## config.mk

```make
export PLATFORM = sky130hd
export DESIGN_NAME = axil_external_registers_cu_flat
export DESIGN_NICKNAME = d
export VERILOG_FILES = /design/src/rtl/axil_external_registers_cu_if.sv /design/src/rtl/axil_external_registers_cu.sv /design/src/flat_wrapper.sv
export SDC_FILE = /design/constraint.sdc
export NUM_CORES = 1
export LEC_CHECK = 0
export CORE_MARGIN = 5
export CORE_UTILIZATION = 43
export DETAILED_ROUTE_END_ITERATION = 6
export PLACE_DENSITY = 0.87
export SYNTH_ARGS = -nofsm -noshare
export SYNTH_HDL_FRONTEND = slang
export SYNTH_SLANG_ARGS = --single-unit
```

## constraint.sdc

```tcl
create_clock -name clock -period 3.9 [get_ports clock]
set_input_delay 0.78 -clock clock [delete_from_list [all_inputs] [get_ports clock]]
set_output_delay 0.78 -clock clock [all_outputs]
set_load 0.02 [all_outputs]
```

## src/rtl/axil_external_registers_cu_if.sv

```systemverilog
// rtl/axil_external_registers_cu_if.sv - AXI-lite control bus interface
// Carries the AW/W/B/AR/R channels; master drives requests, slave responds.
interface axil_external_registers_cu_if #(
  parameter int ADDR_WIDTH = 32,
  parameter int DATA_WIDTH = 32
);
  logic [ADDR_WIDTH-1:0]   awaddr;
  logic                    awvalid;
  logic                    awready;
  logic [DATA_WIDTH-1:0]   wdata;
  logic [DATA_WIDTH/8-1:0] wstrb;
  logic                    wvalid;
  logic                    wready;
  logic [1:0]              bresp;
  logic                    bvalid;
  logic                    bready;
  logic [ADDR_WIDTH-1:0]   araddr;
  logic                    arvalid;
  logic                    arready;
  logic [DATA_WIDTH-1:0]   rdata;
  logic [1:0]              rresp;
  logic                    rvalid;
  logic                    rready;

  modport master (
    output awaddr, awvalid, wdata, wstrb, wvalid, bready, araddr, arvalid, rready,
    input  awready, wready, bresp, bvalid, arready, rdata, rresp, rvalid
  );

  modport slave (
    input  awaddr, awvalid, wdata, wstrb, wvalid, bready, araddr, arvalid, rready,
    output awready, wready, bresp, bvalid, arready, rdata, rresp, rvalid
  );
endinterface

```

## src/rtl/axil_external_registers_cu.sv

```systemverilog
// rtl/axil_external_registers_cu.sv - AXI-lite slave bridging to external register streams
// Writes become one write_data beat; reads become a read_address beat plus a read_data wait.
module axil_external_registers_cu #(
  parameter int ADDR_WIDTH  = 32,
  parameter int DATA_WIDTH  = 32,
  parameter int INDEX_WIDTH = 32
) (
  input  logic                   clock,
  input  logic                   reset,
  axil_external_registers_cu_if.slave axi_in,
  output logic [INDEX_WIDTH-1:0] read_address_tdata,
  output logic                   read_address_tvalid,
  input  logic                   read_address_tready,
  input  logic [DATA_WIDTH-1:0]  read_data_tdata,
  input  logic                   read_data_tvalid,
  output logic                   read_data_tready,
  output logic [DATA_WIDTH-1:0]  write_data_tdata,
  output logic [INDEX_WIDTH-1:0] write_data_tdest,
  output logic                   write_data_tvalid,
  input  logic                   write_data_tready
);

  typedef enum logic [2:0] {
    IDLE,
    WR_COLLECT,
    WR_EMIT,
    WR_RESP,
    RD_EMIT,
    RD_WAIT,
    RD_RESP
  } state_t;

  function automatic logic [INDEX_WIDTH-1:0] to_index(input logic [ADDR_WIDTH-1:0] addr);
    logic [ADDR_WIDTH-1:0] word;
    word = addr >> 2;
    return INDEX_WIDTH'(word);
  endfunction

  state_t                 state_q, state_d;
  logic                   awready_q, awready_d;
  logic                   wready_q, wready_d;
  logic                   arready_q, arready_d;
  logic                   bvalid_q, bvalid_d;
  logic                   rvalid_q, rvalid_d;
  logic [DATA_WIDTH-1:0]  rdata_q, rdata_d;
  logic                   ra_valid_q, ra_valid_d;
  logic [INDEX_WIDTH-1:0] ra_data_q, ra_data_d;
  logic                   rd_ready_q, rd_ready_d;
  logic                   wd_valid_q, wd_valid_d;
  logic [DATA_WIDTH-1:0]  wd_data_q, wd_data_d;
  logic [INDEX_WIDTH-1:0] wd_dest_q, wd_dest_d;

  logic aw_hs;
  logic w_hs;
  logic ar_hs;
  logic unused_wstrb;

  // A read offered together with a write must not handshake: the write wins
  // and the read stays pending until the block is idle again.
  assign axi_in.arready = arready_q & ~axi_in.awvalid & ~axi_in.wvalid;

  assign aw_hs = axi_in.awvalid & awready_q;
  assign w_hs  = axi_in.wvalid & wready_q;
  assign ar_hs = axi_in.arvalid & axi_in.arready;

  assign axi_in.awready = awready_q;
  assign axi_in.wready  = wready_q;
  assign axi_in.bvalid  = bvalid_q;
  assign axi_in.bresp   = 2'b00;
  assign axi_in.rvalid  = rvalid_q;
  assign axi_in.rdata   = rdata_q;
  assign axi_in.rresp   = 2'b00;

  assign read_address_tvalid = ra_valid_q;
  assign read_address_tdata  = ra_data_q;
  assign read_data_tready    = rd_ready_q;
  assign write_data_tvalid   = wd_valid_q;
  assign write_data_tdata    = wd_data_q;
  assign write_data_tdest    = wd_dest_q;

  assign unused_wstrb = ^axi_in.wstrb;

  always_comb begin
    state_d    = state_q;
    awready_d  = awready_q;
    wready_d   = wready_q;
    arready_d  = arready_q;
    bvalid_d   = bvalid_q;
    rvalid_d   = rvalid_q;
    rdata_d    = rdata_q;
    ra_valid_d = ra_valid_q;
    ra_data_d  = ra_data_q;
    rd_ready_d = rd_ready_q;
    wd_valid_d = wd_valid_q;
    wd_data_d  = wd_data_q;
    wd_dest_d  = wd_dest_q;

    case (state_q)
      IDLE: begin
        awready_d = 1'b1;
        wready_d  = 1'b1;
        arready_d = 1'b1;
        if (aw_hs || w_hs) begin
          if (aw_hs) wd_dest_d = to_index(axi_in.awaddr);
          if (w_hs)  wd_data_d = axi_in.wdata;
          arready_d = 1'b0;
          if (aw_hs && w_hs) begin
            state_d    = WR_EMIT;
            awready_d  = 1'b0;
            wready_d   = 1'b0;
            wd_valid_d = 1'b1;
          end else begin
            // The ready left high marks the channel still to be collected.
            state_d   = WR_COLLECT;
            awready_d = ~aw_hs;
            wready_d  = ~w_hs;
          end
        end else if (ar_hs) begin
          state_d    = RD_EMIT;
          ra_data_d  = to_index(axi_in.araddr);
          ra_valid_d = 1'b1;
          rd_ready_d = 1'b1;
          awready_d  = 1'b0;
          wready_d   = 1'b0;
          arready_d  = 1'b0;
        end
      end

      WR_COLLECT: begin
        if (aw_hs) begin
          wd_dest_d = to_index(axi_in.awaddr);
          awready_d = 1'b0;
        end
        if (w_hs) begin
          wd_data_d = axi_in.wdata;
          wready_d  = 1'b0;
        end
        if ((aw_hs || !awready_q) && (w_hs || !wready_q)) begin
          state_d    = WR_EMIT;
          wd_valid_d = 1'b1;
        end
      end

      WR_EMIT: begin
        if (write_data_tready) begin
          state_d    = WR_RESP;
          wd_valid_d = 1'b0;
          bvalid_d   = 1'b1;
        end
      end

      WR_RESP: begin
        if (axi_in.bready) begin
          state_d   = IDLE;
          bvalid_d  = 1'b0;
          awready_d = 1'b1;
          wready_d  = 1'b1;
          arready_d = 1'b1;
        end
      end

      RD_EMIT: begin
        if (read_address_tready) begin
          ra_valid_d = 1'b0;
          if (read_data_tvalid) begin
            state_d    = RD_RESP;
            rdata_d    = read_data_tdata;
            rvalid_d   = 1'b1;
            rd_ready_d = 1'b0;
          end else begin
            state_d = RD_WAIT;
          end
        end
      end

      RD_WAIT: begin
        if (read_data_tvalid) begin
          state_d    = RD_RESP;
          rdata_d    = read_data_tdata;
          rvalid_d   = 1'b1;
          rd_ready_d = 1'b0;
        end
      end

      RD_RESP: begin
        if (axi_in.rready) begin
          state_d   = IDLE;
          rvalid_d  = 1'b0;
          awready_d = 1'b1;
          wready_d  = 1'b1;
          arready_d = 1'b1;
        end
      end

      default: begin
        state_d = IDLE;
      end
    endcase
  end

  always_ff @(posedge clock) begin
    if (!reset) begin
      state_q    <= IDLE;
      awready_q  <= 1'b0;
      wready_q   <= 1'b0;
      arready_q  <= 1'b0;
      bvalid_q   <= 1'b0;
      rvalid_q   <= 1'b0;
      rdata_q    <= '0;
      ra_valid_q <= 1'b0;
      ra_data_q  <= '0;
      rd_ready_q <= 1'b0;
      wd_valid_q <= 1'b0;
      wd_data_q  <= '0;
      wd_dest_q  <= '0;
    end else begin
      state_q    <= state_d;
      awready_q  <= awready_d;
      wready_q   <= wready_d;
      arready_q  <= arready_d;
      bvalid_q   <= bvalid_d;
      rvalid_q   <= rvalid_d;
      rdata_q    <= rdata_d;
      ra_valid_q <= ra_valid_d;
      ra_data_q  <= ra_data_d;
      rd_ready_q <= rd_ready_d;
      wd_valid_q <= wd_valid_d;
      wd_data_q  <= wd_data_d;
      wd_dest_q  <= wd_dest_d;
    end
  end

endmodule

```

## src/flat_wrapper.sv

```systemverilog
// flat-port wrapper written by rule: the top's interface ports become plain ports
module axil_external_registers_cu_flat 
#(
  parameter int ADDR_WIDTH  = 32,
  parameter int DATA_WIDTH  = 32,
  parameter int INDEX_WIDTH = 32
)
  (clock, reset, read_address_tdata, read_address_tvalid, read_address_tready, read_data_tdata, read_data_tvalid, read_data_tready, write_data_tdata, write_data_tdest, write_data_tvalid, write_data_tready, axi_in_awaddr, axi_in_awvalid, axi_in_wdata, axi_in_wstrb, axi_in_wvalid, axi_in_bready, axi_in_araddr, axi_in_arvalid, axi_in_rready, axi_in_awready, axi_in_wready, axi_in_bresp, axi_in_bvalid, axi_in_arready, axi_in_rdata, axi_in_rresp, axi_in_rvalid);
  axil_external_registers_cu_if #(.ADDR_WIDTH(ADDR_WIDTH), .DATA_WIDTH(DATA_WIDTH)) axi_in_i ();
  input  logic clock;
  input  logic reset;
  output logic [INDEX_WIDTH-1:0] read_address_tdata;
  output logic read_address_tvalid;
  input  logic read_address_tready;
  input  logic [DATA_WIDTH-1:0] read_data_tdata;
  input  logic read_data_tvalid;
  output logic read_data_tready;
  output logic [DATA_WIDTH-1:0] write_data_tdata;
  output logic [INDEX_WIDTH-1:0] write_data_tdest;
  output logic write_data_tvalid;
  input  logic write_data_tready;
  input wire logic [$bits(axi_in_i.awaddr)-1:0] axi_in_awaddr;
  input wire logic [$bits(axi_in_i.awvalid)-1:0] axi_in_awvalid;
  input wire logic [$bits(axi_in_i.wdata)-1:0] axi_in_wdata;
  input wire logic [$bits(axi_in_i.wstrb)-1:0] axi_in_wstrb;
  input wire logic [$bits(axi_in_i.wvalid)-1:0] axi_in_wvalid;
  input wire logic [$bits(axi_in_i.bready)-1:0] axi_in_bready;
  input wire logic [$bits(axi_in_i.araddr)-1:0] axi_in_araddr;
  input wire logic [$bits(axi_in_i.arvalid)-1:0] axi_in_arvalid;
  input wire logic [$bits(axi_in_i.rready)-1:0] axi_in_rready;
  output wire logic [$bits(axi_in_i.awready)-1:0] axi_in_awready;
  output wire logic [$bits(axi_in_i.wready)-1:0] axi_in_wready;
  output wire logic [$bits(axi_in_i.bresp)-1:0] axi_in_bresp;
  output wire logic [$bits(axi_in_i.bvalid)-1:0] axi_in_bvalid;
  output wire logic [$bits(axi_in_i.arready)-1:0] axi_in_arready;
  output wire logic [$bits(axi_in_i.rdata)-1:0] axi_in_rdata;
  output wire logic [$bits(axi_in_i.rresp)-1:0] axi_in_rresp;
  output wire logic [$bits(axi_in_i.rvalid)-1:0] axi_in_rvalid;
  assign axi_in_i.awaddr = axi_in_awaddr;
  assign axi_in_i.awvalid = axi_in_awvalid;
  assign axi_in_i.wdata = axi_in_wdata;
  assign axi_in_i.wstrb = axi_in_wstrb;
  assign axi_in_i.wvalid = axi_in_wvalid;
  assign axi_in_i.bready = axi_in_bready;
  assign axi_in_i.araddr = axi_in_araddr;
  assign axi_in_i.arvalid = axi_in_arvalid;
  assign axi_in_i.rready = axi_in_rready;
  assign axi_in_awready = axi_in_i.awready;
  assign axi_in_wready = axi_in_i.wready;
  assign axi_in_bresp = axi_in_i.bresp;
  assign axi_in_bvalid = axi_in_i.bvalid;
  assign axi_in_arready = axi_in_i.arready;
  assign axi_in_rdata = axi_in_i.rdata;
  assign axi_in_rresp = axi_in_i.rresp;
  assign axi_in_rvalid = axi_in_i.rvalid;
  axil_external_registers_cu #(.ADDR_WIDTH(ADDR_WIDTH), .DATA_WIDTH(DATA_WIDTH), .INDEX_WIDTH(INDEX_WIDTH)) u_core (.clock(clock), .reset(reset), .axi_in(axi_in_i), .read_address_tdata(read_address_tdata), .read_address_tvalid(read_address_tvalid), .read_address_tready(read_address_tready), .read_data_tdata(read_data_tdata), .read_data_tvalid(read_data_tvalid), .read_data_tready(read_data_tready), .write_data_tdata(write_data_tdata), .write_data_tdest(write_data_tdest), .write_data_tvalid(write_data_tvalid), .write_data_tready(write_data_tready));
endmodule
```

; Yosys cells after proc, flatten, opt, wreduce, memory -nomap -nowiden
; Index checks and enable logic that the tools add are counted.
[word_totals]
register_bits = 137
latch_bits = 0
ramBits = 0
romBits = 0
in_bits = 142
output_inout_bits = 140
elab_cells = 123
memories = 0
[classes]
addsub = 0
multipliers = 0
div_mod_pow = 0
magnitude_cmp = 0
n_eq_ne = 19
shifts = 0
mux = 52
bitwise = 10
reduce_logical = 29
[ops]
columns = operator, count
row1 = 2-to-1 mux 32 bit, 6
row2 = one-hot mux 32 bit (2 select lines), 3
row3 = 2-to-1 mux 1 bit, 24
row4 = 2-to-1 mux 3 bit, 8
row5 = one-hot mux 3 bit (7 select lines), 1
row6 = AND reduction 4 bit, 4
row7 = inequality test 2 x 1 -> 1 bit (second input constant), 6
row8 = inequality test 2 bit (second input constant), 6
row9 = one-hot mux 1 bit (3 select lines), 4
row10 = AND reduction 3 bit, 4
row11 = nonzero test 3 bit, 4
row12 = equality test 3 bit (second input constant), 3
row13 = one-hot mux 1 bit (4 select lines), 2
row14 = nonzero test 2 bit, 4
row15 = AND reduction 7 bit, 1
row16 = equality test 3 x 2 -> 1 bit (second input constant), 2
row17 = bitwise AND 1 bit, 5
row18 = NOT 1 bit, 5
row19 = AND reduction 5 bit, 1
row20 = 2-to-1 mux 2 bit, 2
row21 = one-hot mux 1 bit (2 select lines), 2
row22 = AND reduction 2 bit, 2
row23 = nonzero test 4 bit, 1
row24 = equality test 3 x 1 -> 1 bit (second input constant), 1
row25 = 5 further kinds, 9

; Logic depth before layout (Yosys ltp)
; Gate-level depths: netlist of run 1.
[depth]
ltp_word = 7
depth_mapped = 6
mapped_depth_nobuf = 4

; Worst setup path before layout of run 1
; Ideal clock, no wire load.
[synth_path]
path_type = input to output
from = input axi_in_awvalid
to = output axi_in_arready
t_arrival_ns = 1.307
required_time_ns = 3.120
slack_ns = 1.813
stages = 1
n_path_buf = 0
cell_sequence = nor3b_1
[synth_via]
elab_chain_cells = 3
[synth_lines]
columns = item, line
row1 = "start, declared", flat_wrapper.sv:23  ; input wire logic [$bits(axi_in_i.awvalid)-1:0] axi_in_awvalid;
row2 = NOT 1 bit, axil_external_registers_cu.sv:60  ; assign axi_in.arready = arready_q & ~axi_in.awvalid & ~axi_in.wvalid;
row3 = bitwise AND 1 bit (2 in a row), axil_external_registers_cu.sv:60
row4 = "end, declared", flat_wrapper.sv:35  ; output wire logic [$bits(axi_in_i.arready)-1:0] axi_in_arready;
; Every way passes these cells.

; Worst setup path in the final report of run 1
; Ends and elaborated chain as after synthesis.

==> qor.yml, run 1 <==
floorplan:
  rows: 40
  fp.dieW_um: 122
  die_h_um: 122
  core_um2: 12100
  die-area_um2: 14800
  io_pins: 282
  initial_core_util_pct: 44.1
synthesis:
  synthFlopType: "dfxtp_1"
  avgSynthCellArea_um2: 8.34
  ys_ff_latch: 135
  yosysWarnings: 0
  syn_area_um2: 5350
  synth_edf_count: 0
  async_reset_ff_share_pct: 0
  synth_cell_type_count: 39
  netlist_instances: 641
  yosysSeqAreaShare_pct: 50.5
critical_path:
  r2r_slack_ns: 1.91
  worstPathMaxFanout: 8
  reg2regPathDepth: 5
  worstSetupStartpointType: "input port"
  end_kind: "output pin"
  reg2reg_to: "u_core.write_data_tdata[18]"
  worstPathRequired_ns: 3.12
  worst-setup-path-type: "in2out"
  crit_arrival_ns: 2.18
  reg2reg_from: "u_core.state_q[2]"
placed_design:
  pre_cts_ws_ns: 0.950
  port_buffers: 265
  hpwl_mm: 11.4
  place_congestion: 0.792
sta:
  relSlewSlack_pct: 54.3
  setup_slack_ns: 0.940
  hold_viol: 0
  tns_ns: 0
  worst_pin_slew_ns: 0.685
  period_needed_ns: 2.96
  skew_ns: 0.00798
  fmax_ghz: 0.338
  final-max-slew-violation-count: 0
  setup_viol: 0
  rsz0062_at_grt: "false"
  fin_crit_sh_pct: 75.9
drt:
  drt_iter0_drc: 299
  drtPass1Iterations: 5
  vias: 5102
  routed_wl_mm: 15.8
  drc: 0
  vias_per_cell: 4.78
  final_antenna_net_count: 0
  wl_per_cell_um: 14.8
clock_tree:
  cts_root_buffer: "clkbuf_16"
  cts_setup_buffers: 0
  cts.clk_slew.worst_paths_ns: 0.05
  ctsHtreeMaxLevel: 4
  cts_tree: "yes"
  cts_sinks: 135
  numCtsBuffers: 17
  cts_buffer_depth: 2
  post_cts_resized: 0
  hold_buffers: 0
  insertion_delay_ns: 0.41
grt:
  grt.total_usage_pct: 20.6
  grt-ovfl-total: 0
  grt_max_degree: 69
  grt_pass1_vias: 4813
  antenna_found_initial: 0
  grt_pass1_wl_mm: 24.0
run:
  drv_cap: 0
hold_path:
  min_from: "u_core.write_data_tdata[13]"
  whs_path_depth: 2
  hp-class: "reg2reg"
  hold_end: "u_core.write_data_tdata[13]"
layout:
  nFillCells: 932
  drive_above_1_share_pct: 4.56
  num-nets-final: 1031
  final_core_util_pct: 70.7
  register_area_um2: 2700
  syn_to_final_growth_pct: 60.2
  final_cell_mix: "clkdlybuf4s50_1, nand2_1, dfxtp_1, a21boi_1, clkbuf_16"
  diodes: 0
  mostFrequentLayoutCell: "clkdlybuf4s50_1"
  multi_input_area_um2: 2390
power_and_ir_drop:
  finalPower_w: 0.00436
  power_leakage_nw: 3.07
  vdd_ir_drop_max_uv: 352
  p_per_area_nw_per_um2: 510
status:
  outcome: "complete, no violations"
-- worst max-delay path, cell delays in order --
cell             delay [ns]
clkdlybuf4s50_1        0.52
nor3b_1                0.23
clkdlybuf4s50_1        0.64
-- layer usage --
metal  part of all wire, %  track usage (%)
met3                   8.7             7.41
met4                   2.3             8.33
met5                     0                0
met2                    50             36.9
met1                    39             22.0
-- where the power goes --
part | internal, W | switching [W]
logic | 0.000584 | 0.000656
clock network | 0.000894 | 0.000535
registers | 0.00155 | 0.000148
total | 0.00303 | 0.00134
-- cells in the mapped netlist, drive strengths merged, types with 2 or more instances --
master  instances  area [um2]
a21boi        127         953
a21oi           3        15.0
a22oi           2        15.0
and3            2        12.5
buf            36         214
clkbuf         17        63.8
dfxtp         135        2700
inv             3        11.3
nand2         258         968
nand2b          2        12.5
nand3           7        35.0
nand4           2        12.5
nand4b          2        17.5
nor2            5        18.8
nor2b           4        25.0
nor3            4        25.0
o211a           4        40.0
o21a            2        15.0
o21ai          12        60.1
-- final cells by class --
type | count | area share (%)
Clock buffer | 24 | 5.51
Clock inverter | 5 | 0.584
Sequential cell | 135 | 31.6
Tap cell | 168 | 2.45
Timing Repair Buffer | 275 | 31.8
Multi-Input combinational cell | 457 | 27.9
Inverter | 3 | 0.132
-- worst max path at each step --
| stage | slack (ns) | to | from | cells after the start |
|---|---|---|---|---|
| final | 0.94 | axi_in_arready | axi_in_awvalid | 3 |
| after global routing | 0.86 | axi_in_arready | axi_in_awvalid | 3 |
| after CTS | 0.94 | axi_in_arready | axi_in_awvalid | 3 |
| after detailed placement | 0.95 | axi_in_arready | axi_in_awvalid | 3 |
| after global placement | 0.94 | axi_in_arready | axi_in_awvalid | 3 |
| after floorplan | 1.81 | axi_in_arready | axi_in_awvalid | 1 |
-- sequential cells by signal, indices dropped and copies added (netlist names) --
register / count
u_core.write_data_tdest: 30
u_core.write_data_tvalid: 1
u_core.read_address_tdata: 30
u_core.arready_q: 1
u_core.state_q: 3
u_core.axi_in.awready: 1
u_core.read_address_tvalid: 1
u_core.read_data_tready: 1
u_core.axi_in.rvalid: 1
u_core.axi_in.rdata: 32
u_core.axi_in.bvalid: 1
u_core.write_data_tdata: 32
u_core.axi_in.wready: 1
-- through the flow --
stage / cells / hold slack (ns) / instance area (um2)
after global routing: 1067 / 0.464 / 8560
after floorplan: 648 / 0.478 / 5370
after detailed placement: 1038 / 0.444 / 8040
after CTS: 1067 / 0.451 / 8560
after global placement: 1038 / 0.439 / 8040
final: 1067 / 0.448 / 8560
-- cell families after synthesis --
kind of cell,after synthesis,share of synthesized area (%)
AO/OA/AOI/OAI,157,21.8
buffers and inverters,56,5.41
multiplexers,2,0.468
flip-flops,135,50.5
other,1,0.0701
AND/OR/NAND/NOR,290,21.7
No activity file was read; power rests on OpenSTA's default activity.
==> run 2: changes to the inputs <==
--- a/config.mk
+++ b/config.mk
@@ -6,9 +6,9 @@
 export NUM_CORES = 1
 export LEC_CHECK = 0
 export CORE_MARGIN = 5
-export CORE_UTILIZATION = 43
+export CORE_UTILIZATION = 36
 export DETAILED_ROUTE_END_ITERATION = 6
-export PLACE_DENSITY = 0.87
+export PLACE_DENSITY = 0.77
 export SYNTH_ARGS = -nofsm -noshare
 export SYNTH_HDL_FRONTEND = slang
 export SYNTH_SLANG_ARGS = --single-unit
==> constraint.sdc (replaced) <==
create_clock -name clock -period 2.5 [get_ports clock]
set_input_delay 0.5 -clock clock [delete_from_list [all_inputs] [get_ports clock]]
set_output_delay 0.5 -clock clock [all_outputs]
set_load 0.02 [all_outputs]
==> run 2 against run 1 <==
Compared with the run above:
- hold slack gained 0.00084 ns
- combinational power grew 62%
- sequential power grew 54%
- die area grew 18%
- critical path depth is the same
- cell count grew 2.2%
- largest cell class unchanged
==> qor.yml, run 2 (same netlist as run 1, synthesis figures left out) <==
status:
  outcome: "complete, no violations"
critical_path:
  worstPathMaxFanout: 2  # -6
  worstSetupStartpointType: "input port"
  end_kind: "output pin"
  crit_arrival_ns: 1.80  # -0.38 ns
  worstPathRequired_ns: 2.00  # -1.12 ns
  worst-setup-path-type: "in2out"
drt:
  vias_per_cell: 4.64  # -2.9%
  drt_iter0_drc: 260  # -13%
  drc: 0  # unchanged
  routed_wl_mm: 15.8  # about the same
  vias: 5065  # -0.73%
  final_antenna_net_count: 0  # unchanged
  wl_per_cell_um: 14.5  # -2.3%
  drtPass1Iterations: 4  # -1
clock_tree:
  cts_sinks: 135  # unchanged
  hold_buffers: 0  # unchanged
  numCtsBuffers: 17  # unchanged
  cts_setup_buffers: 0  # unchanged
  ctsHtreeMaxLevel: 4  # unchanged
  cts.clk_slew.worst_paths_ns: 0.06  # about the same
  post_cts_resized: 0  # unchanged
  cts_tree: "yes"
  cts_buffer_depth: 2  # unchanged
  cts_root_buffer: "clkbuf_16"
  insertion_delay_ns: 0.41  # about the same
layout:
  mostFrequentLayoutCell: "clkdlybuf4s50_1"
  final_cell_mix: "clkdlybuf4s50_1, nand2_1, dfxtp_1, a21boi_1, clkbuf_16"
  diodes: 0  # unchanged
  syn_to_final_growth_pct: 65.5
  num-nets-final: 1036  # +0.48%
  multi_input_area_um2: 2390  # unchanged
  drive_above_1_share_pct: 5.84  # +1.3 points
  fin_cells: 1091  # +2.2%
  nFillCells: 1283  # +38%
  register_area_um2: 2700  # unchanged
  final_core_util_pct: 60.9  # -9.8 points
sta:
  tns_ns: 0  # unchanged
  fmax_ghz: 0.434
  rsz0062_at_grt: "false"
  skew_ns: 0.00704  # -0.000937 ns
  final-max-slew-violation-count: 0  # unchanged
  relSlewSlack_pct: 60.0  # +5.7 points
  worst_pin_slew_ns: 0.599  # -0.0857 ns
  setup_viol: 0  # unchanged
  period_needed_ns: 2.30
  hold-worst-slack_ns: 0.449  # +0.000845 ns
  fin_crit_sh_pct: 92.1
  hold_viol: 0  # unchanged
power_and_ir_drop:
  power_leakage_nw: 3.19  # +3.9%
  vdd_ir_drop_max_uv: 452  # +28%
  p_per_area_nw_per_um2: 851  # +67%
hold_path:
  hp-class: "reg2reg"
placed_design:
  dp.cells: 1059  # +2.0%
  place_congestion: 0.790  # -0.27%
  port_buffers: 265  # unchanged
  hpwl_mm: 11.4  # -0.12%
floorplan:
  io_pins: 282  # unchanged
  die_h_um: 132  # +8.5%
  rows: 44  # +10%
  core_um2: 14500  # +20%
  fp.dieW_um: 132  # +8.5%
  die-area_um2: 17400  # +18%
  initial_core_util_pct: 36.8  # -7.4 points
grt:
  grt_pass1_vias: 4686  # -2.6%
  antenna_found_initial: 0  # unchanged
  grt_pass1_wl_mm: 24.9  # +3.7%
  grt.total_usage_pct: 17.5  # -3.1 points
  grt_max_degree: 65  # -5.8%
  grt-ovfl-total: 0  # unchanged
run:
  drv_cap: 0  # unchanged
-- run 2: cell count changes in the layout (fill, tap and decap cells not counted), sizes merged --
cell	before	now
bufinv	1	6
buf	11	16
clkinvlp	0	1
clkinv	4	2
inv	3	4
clkbuf	24	22
-- run 2: critical path, cell delays in order --
cell             delay, ns
clkdlybuf4s50_1       0.43
nor3b_1               0.23
clkdlybuf4s50_1       0.64
-- run 2: final cells by class --
type	instances	share of cell area (%)
Timing Repair Buffer	280	31.8
Sequential cell	135	30.5
Multi-Input combinational cell	457	27.0
Clock buffer	22	5.47
Tap cell	184	2.60
Clock inverter	10	2.42
Inverter	3	0.127
-- run 2: layer usage --
layer | global-route usage, % | vias up | part of all wire [%]
met1 | 20.8 | 2263 | 43
li1 | - | 2590 | -
met3 | 5.80 | 29 | 7.0
met5 | 0 | - | 0
met2 | 29.2 | 183 | 47
met4 | 7.03 | 0 | 2.6
-- run 2: through the flow --
stage	instance area, um2	setup WS (ns)	total power [W]
2_1_floorplan	5370	0.973	0.00375
3_3_place_gp	8150	0.230	0.00466
3_5_place_dp	8150	0.202	0.00468
4_1_cts	8850	0.183	0.00762
5_1_grt	8850	0.0934	0.00791
6_report	8850	0.197	0.00753
-- run 2: power breakdown --
part	switching, W	internal (W)	total [W]	leakage, nW
Sequential	0.000196	0.00241	0.00261	1.09
Clock	0.000919	0.00198	0.00290	0.337
Combinational	0.00106	0.000952	0.00201	1.76
-- run 2: final timing paths --
| path | startpoint | endpoint | slack, ns | cells past startpoint |
|---|---|---|---|---|
| setup reg to reg | u_core.state_q[1] | u_core.write_data_tdata[21] | 0.72 | 5 |
| hold reg to reg | u_core.write_data_tdata[28] | u_core.write_data_tdata[28] | 0.45 | 2 |
| setup / recovery | axi_in_awvalid | axi_in_arready | 0.20 | 3 |
| hold / removal | u_core.write_data_tdata[28] | u_core.write_data_tdata[28] | 0.45 | 2 |
